==> src/rtl/store_buffer_pkg.sv <==
// Shared constants and types for the word store buffer and its forwarding search.
package store_buffer_pkg;

    localparam int SB_DATA_WIDTH = 32;
    localparam int SB_DEPTH      = 4;
    localparam int SB_PTR_WIDTH  = 2;

    // Base of the data segment; DataMemory owns the translation to its local index.
    localparam logic [31:0] DATA_BASE_ADDRESS = 32'h1001_0000;

    // Owner of the single DataMemory port in a given cycle.
    typedef enum logic [1:0] {
        PORT_IDLE  = 2'd0,
        PORT_LOAD  = 2'd1,
        PORT_DRAIN = 2'd2
    } port_op_e;

endpackage

==> src/rtl/store_forward_match.sv <==
// Youngest-first search of the buffered stores for a word address that matches a load.
// Callers pass word addresses (byte offset already stripped), so misaligned loads
// still hit on the containing word.
module store_forward_match
    import store_buffer_pkg::*;
#(
    parameter int DATA_WIDTH = SB_DATA_WIDTH,
    parameter int DEPTH      = SB_DEPTH,
    parameter int PTR_WIDTH  = SB_PTR_WIDTH
) (
    input  logic [DEPTH-1:0][DATA_WIDTH-3:0] entry_word,
    input  logic [DEPTH-1:0][DATA_WIDTH-1:0] entry_data,
    input  logic [DEPTH-1:0]                 entry_valid,
    input  logic [PTR_WIDTH-1:0]             head,
    input  logic [DATA_WIDTH-3:0]            load_word,
    output logic                             hit,
    output logic [DATA_WIDTH-1:0]            data
);

    logic [PTR_WIDTH-1:0] idx;

    // Walk oldest to youngest starting at head; a later match overrides, so the youngest wins.
    always_comb begin
        hit  = 1'b0;
        data = '0;
        idx  = '0;
        for (int k = 0; k < DEPTH; k++) begin
            idx = head + PTR_WIDTH'(k);
            if (entry_valid[idx] && (entry_word[idx] == load_word)) begin
                hit  = 1'b1;
                data = entry_data[idx];
            end
        end
    end

endmodule

==> src/rtl/store_buffer.sv <==
// In-order word store buffer in front of DataMemory with same-cycle load forwarding.
// Handshake: a store transfers at the rising edge where StoreValid && StoreReady are
// both high; StoreValid must hold its address/data until that edge (the pipeline
// stalls while StoreReady is low). Loads have no handshake: LoadValid always wins the
// memory port and the result is combinational in the same cycle.
module store_buffer
    import store_buffer_pkg::*;
#(
    parameter int DATA_WIDTH = SB_DATA_WIDTH,
    parameter int DEPTH      = SB_DEPTH,
    parameter int PTR_WIDTH  = SB_PTR_WIDTH
) (
    input  logic                  clk,
    input  logic                  reset,
    input  logic                  StoreValid,
    input  logic [DATA_WIDTH-1:0] StoreAddress,
    input  logic [DATA_WIDTH-1:0] StoreData,
    output logic                  StoreReady,
    input  logic                  LoadValid,
    input  logic [DATA_WIDTH-1:0] LoadAddress,
    output logic [DATA_WIDTH-1:0] ReadData,
    output logic                  LoadHit,
    output logic                  MemWrite,
    output logic                  MemRead,
    output logic [DATA_WIDTH-1:0] MemAddress,
    output logic [DATA_WIDTH-1:0] MemWriteData,
    input  logic [DATA_WIDTH-1:0] MemReadData,
    output logic                  Empty,
    output logic                  Full,
    output logic [PTR_WIDTH:0]    Count
);

    localparam logic [PTR_WIDTH:0] FULL_COUNT = (PTR_WIDTH + 1)'(DEPTH);

    logic [DEPTH-1:0][DATA_WIDTH-1:0] addr_q;
    logic [DEPTH-1:0][DATA_WIDTH-1:0] data_q;
    logic [DEPTH-1:0][DATA_WIDTH-3:0] entry_word;
    logic [DEPTH-1:0]                 entry_valid;
    logic [PTR_WIDTH-1:0]             head_q;
    logic [PTR_WIDTH-1:0]             tail_q;
    logic [PTR_WIDTH:0]               count_q;
    logic                             drain;
    logic                             enqueue;
    logic                             fwd_hit;
    logic [DATA_WIDTH-1:0]            fwd_data;
    port_op_e                         port_op;

    assign Count = count_q;
    assign Empty = (count_q == '0);
    assign Full  = (count_q == FULL_COUNT);

    // A load owns the memory port, so the buffer only drains in load-free cycles.
    assign drain      = !Empty && !LoadValid && reset;
    assign StoreReady = reset && (!Full || drain);
    assign enqueue    = StoreValid && StoreReady;

    // An entry is live when its distance from head is below the occupancy count.
    for (genvar g = 0; g < DEPTH; g++) begin : g_entry
        logic [PTR_WIDTH-1:0] offset;
        assign offset         = PTR_WIDTH'(g) - head_q;
        assign entry_valid[g] = ({1'b0, offset} < count_q);
        assign entry_word[g]  = addr_q[g][DATA_WIDTH-1:2];
    end

    store_forward_match #(
        .DATA_WIDTH (DATA_WIDTH),
        .DEPTH      (DEPTH),
        .PTR_WIDTH  (PTR_WIDTH)
    ) u_match (
        .entry_word  (entry_word),
        .entry_data  (data_q),
        .entry_valid (entry_valid),
        .head        (head_q),
        .load_word   (LoadAddress[DATA_WIDTH-1:2]),
        .hit         (fwd_hit),
        .data        (fwd_data)
    );

    // Pointers and occupancy; reset discards every buffered store.
    always_ff @(posedge clk) begin
        if (!reset) begin
            head_q  <= '0;
            tail_q  <= '0;
            count_q <= '0;
        end else begin
            if (enqueue) tail_q <= tail_q + PTR_WIDTH'(1);
            if (drain)   head_q <= head_q + PTR_WIDTH'(1);
            case ({enqueue, drain})
                2'b10:   count_q <= count_q + (PTR_WIDTH + 1)'(1);
                2'b01:   count_q <= count_q - (PTR_WIDTH + 1)'(1);
                default: count_q <= count_q;
            endcase
        end
    end

    // Entry storage is written on enqueue only and is deliberately not cleared by reset.
    always_ff @(posedge clk) begin
        if (enqueue) begin
            addr_q[tail_q] <= StoreAddress;
            data_q[tail_q] <= StoreData;
        end
    end

    // Memory port arbitration: load first, then drain of the oldest entry, else idle.
    always_comb begin
        port_op = PORT_IDLE;
        if (LoadValid) begin
            port_op = PORT_LOAD;
        end else if (drain) begin
            port_op = PORT_DRAIN;
        end
        MemRead      = (port_op == PORT_LOAD);
        MemWrite     = (port_op == PORT_DRAIN);
        MemAddress   = (port_op == PORT_LOAD) ? LoadAddress : addr_q[head_q];
        MemWriteData = data_q[head_q];
    end

    // Load result: forwarded buffer data on a hit, otherwise memory data; zero with no load.
    always_comb begin
        LoadHit  = 1'b0;
        ReadData = '0;
        if (LoadValid) begin
            if (reset && fwd_hit) begin
                LoadHit  = 1'b1;
                ReadData = fwd_data;
            end else begin
                ReadData = MemReadData;
            end
        end
    end

endmodule

==> config.mk <==
export PLATFORM = sky130hd
export DESIGN_NAME = store_buffer
export DESIGN_NICKNAME = d
export VERILOG_FILES = /design/src/rtl/store_buffer_pkg.sv /design/src/rtl/store_forward_match.sv /design/src/rtl/store_buffer.sv
export SDC_FILE = /design/constraint.sdc
export NUM_CORES = 1
export LEC_CHECK = 0
export CORE_MARGIN = 4
export CORE_UTILIZATION = 45
export DETAILED_ROUTE_END_ITERATION = 10
export GPL_ROUTABILITY_DRIVEN = 0
export PLACE_DENSITY_LB_ADDON = 0.2
export SLEW_MARGIN = 10
export SYNTH_ARGS = -nofsm -noshare
export SYNTH_HDL_FRONTEND = slang
export SYNTH_HIERARCHICAL = 1
export SYNTH_SLANG_ARGS = --single-unit
==> constraint.sdc <==
create_clock -name clk -period 6.8 [get_ports clk]
set_input_delay 1.36 -clock clk [delete_from_list [all_inputs] [get_ports clk]]
set_output_delay 1.36 -clock clk [all_outputs]
set_load 0.02 [all_outputs]
==> results.md <==
* CTS max path bufs at 3
* Period utilisation layout at 0.991
* Overall power at between 0.004 and 0.005 W
* Fin nets at about 2000
* CTS tree: done
* Register area share after synthesis at 0.417
* Max-slew violation count at 0
* Util after Layout at 0.553
* Main flop type after synthesis: edfxtp_1
* Gr usage total at 0.241
* DP HPWL at approximately 40 mm
* Residual DRC at 0
* Final hold vios at 0
* CTS Root Cell: clkbuf_16
* Port Buffers at about 240
* Tmin final at 6.74 ns
* Req. time, crit path at 5.44 ns
* Ports at 237
* Clock transition at the registers of the reported paths at ~0.060 ns
* Distinct cells, synth at 74
* CP Launch Type: input pin
* Filler cells at 3515
* DRT Pass-1 Iters at 9
* Ys async rst share at 0
* Number of synthesized register bits at 263
* Worst Setup SP: LoadAddress[17]
* Hold depth at 2
* Critical Setup Path Class: in2out
* Final setup vio count at 0
* WP data arrival at 5.38 ns
* Worst slew pin tran at about 1 ns
* Critical path, cell by cell: clkdlybuf4s50_1 -> inv_1 -> o21ai_0 -> a2111oi_0 -> nand4_1 -> o21ai_0 -> and4_1 -> buf_4 -> nand3_1 -> a31oi_1 -> nand2_1 -> a21boi_0 -> clkdlybuf4s50_1
* P_leak at 7.39 nW
* Cell count after synthesis at 1661
* Max Fclk at 0.148 GHz
* EDFF count, synth at 256
* Syn Nets at around 1800
* Slowest-stage cell, CP: clkdlybuf4s50_1
* Most common cell after layout, fill and taps aside: mux2i_1
* Via density at 6.13
* Fin cells at 2396
* Largest net degree at the start of global routing at 80
* Max stage delay on crit path at 0.67 ns
* R2R depth at 4
* Die area at 45100 µm²
* CTS buffer count at 31
* Drt wl/cell at approximately 24 µm
* Synth warn at 6
* H-tree Lvls at 1
* Chip height at 212 µm
* Max-Cap Viols at 0
* Worst min-delay path endpoint: tail_q[1]$_SDFFE_PN0P_
* R2r endpoint: addr_q[11]$_DFFE_PP_
* Placement Cell Area at between 20000 and 25000 µm²
* Core ar. at 41000 µm²
* Hold Path Class: reg2reg
* ANT nets after route at 0
* Crit end category: output pin
* Final instance area at 22700 µm²
* Placed insts at 2335
* CTS Sinks at 263
* Crit-path max FO at 15
* Vias at 14677
* Commonest cells after routing, fill and taps aside: mux2i_1, edfxtp_1, clkdlybuf4s50_1, nand2_1, xnor2_1
* R2R Setup Slk at 3.92 ns
* FP Rows at 74
* Power per cell area at 213 nW/µm²
* Layout cell share with drive strength beyond 1 at 0.124
* Die Width at 212 µm
* Final Skew at 0.0214 ns
* Final wirelength at 56.8 mm
* Vias in the first global route at 14410
* Starting Density at 0.458
* Max rail drop VDD at 184 µV
* Syn Area/Cell at roughly 11 µm²
* Reg2reg start: Count[0]$_SDFFE_PN0P_
* Status: finished clean
* Starting DRT DRC Count at 1429
* Grt ovf at 0
* Initial antenna violation count at 4
* Worst skew pair latency at 0.58 ns
* First-pass GRT wire length at 85.8 mm
* Normalized max-slew margin at 0.337
* Syn Std Cell Area at 18800 µm²
* Area Overhead vs Synth at 20.9%
* Hold_sp: tail_q[1]$_SDFFE_PN0P_
[kinds of logic after synthesis]
logic type,Yosys count,share of synthesized area
and+or+nand+nor,411,0.104
muxes,370,0.248
AOI/OAI and AO/OA,303,0.121
DFF,263,0.417
buffers and inverters,200,0.0550
xor gates and xnor gates,104,0.0485
adders and majority gates,10,0.00706
[registers in the layout (all words and copies together), names as in the netlist]
name,cells
addr_q,128
data_q,128
Count,3
head_q,2
tail_q,2
[where the power goes]
group	total, W	switching [W]	internal [W]
Combinational	0.00117	0.000635	0.000531
Sequential	0.00189	0.0000498	0.00184
Clock	0.00178	0.000681	0.00110
Total	0.00484	0.00137	0.00348
[worst max path at each step]
stage               slack [ns]  cells after the start            to
floorplan                 1.08                     16   ReadData[0]
global placement          0.06                     14  ReadData[26]
detailed placement        0.10                     13  ReadData[26]
CTS                       0.06                     14  ReadData[26]
global route            -0.002                     17  ReadData[30]
finish                    0.06                     13  ReadData[26]
[stage by stage]
stage | setup TNS [ns] | setup WS [ns] | hold slack [ns]
2_1_floorplan | 0 | 1.08 | 0.468
3_5_place_dp | 0 | 0.105 | 0.499
5_1_grt | -0.00174 | -0.00174 | 0.539
4_1_cts | 0 | 0.0646 | 0.508
3_3_place_gp | 0 | 0.0551 | 0.484
6_report | 0 | 0.0599 | 0.507
[per-layer routing]
| layer | up-vias | share of wire | wire length, µm | track usage |
|---|---|---|---|---|
| met5 | - | 0.00023 | 13 | 0 |
| met4 | 2 | 0.029 | 1640 | 0.0640 |
| met3 | 100 | 0.064 | 3630 | 0.0323 |
| met2 | 539 | 0.49 | 27600 | 0.418 |
| met1 | 7290 | 0.42 | 23900 | 0.321 |
| li1 | 6746 | - | - | - |
[synth_stat cells (all sizes together) (33+ instances only)]
library cell	count	share of area
nor2	65	0.013
xnor2	83	0.039
nand2	189	0.038
clkbuf	68	0.014
buf	87	0.032
a21oi	33	0.0088
o21ai	38	0.010
a21boi	34	0.014
mux2i	271	0.15
inv	44	0.0088
mux4	70	0.085
edfxtp	256	0.41
[worst max-delay path: cells and delay by family]
family          cells  cell delay, ns
simple gates        4            0.76
compound gates      5            1.39
buf+inv             4            1.85
[layout make-up]
| type | instances | area, µm² | area share |
|---|---|---|---|
| tap | 532 | 666 | 0.0293 |
| clock inverter | 23 | 314 | 0.0138 |
| sequential | 263 | 7840 | 0.345 |
| timing repair buffer | 298 | 2940 | 0.130 |
| inverter | 45 | 171 | 0.00755 |
| multi-input combinational | 1198 | 9980 | 0.440 |
| antenna | 3 | 7.51 | 0.000331 |
| clock buffer | 34 | 787 | 0.0347 |
[repair_timing]
item,4_1_cts,5_1_grt
buffers inserted,0,1
hold buffers,0,0
resized for setup,0,7
endpoints found under the setup margin,0,30
Power figures use the tool's default switching activity.
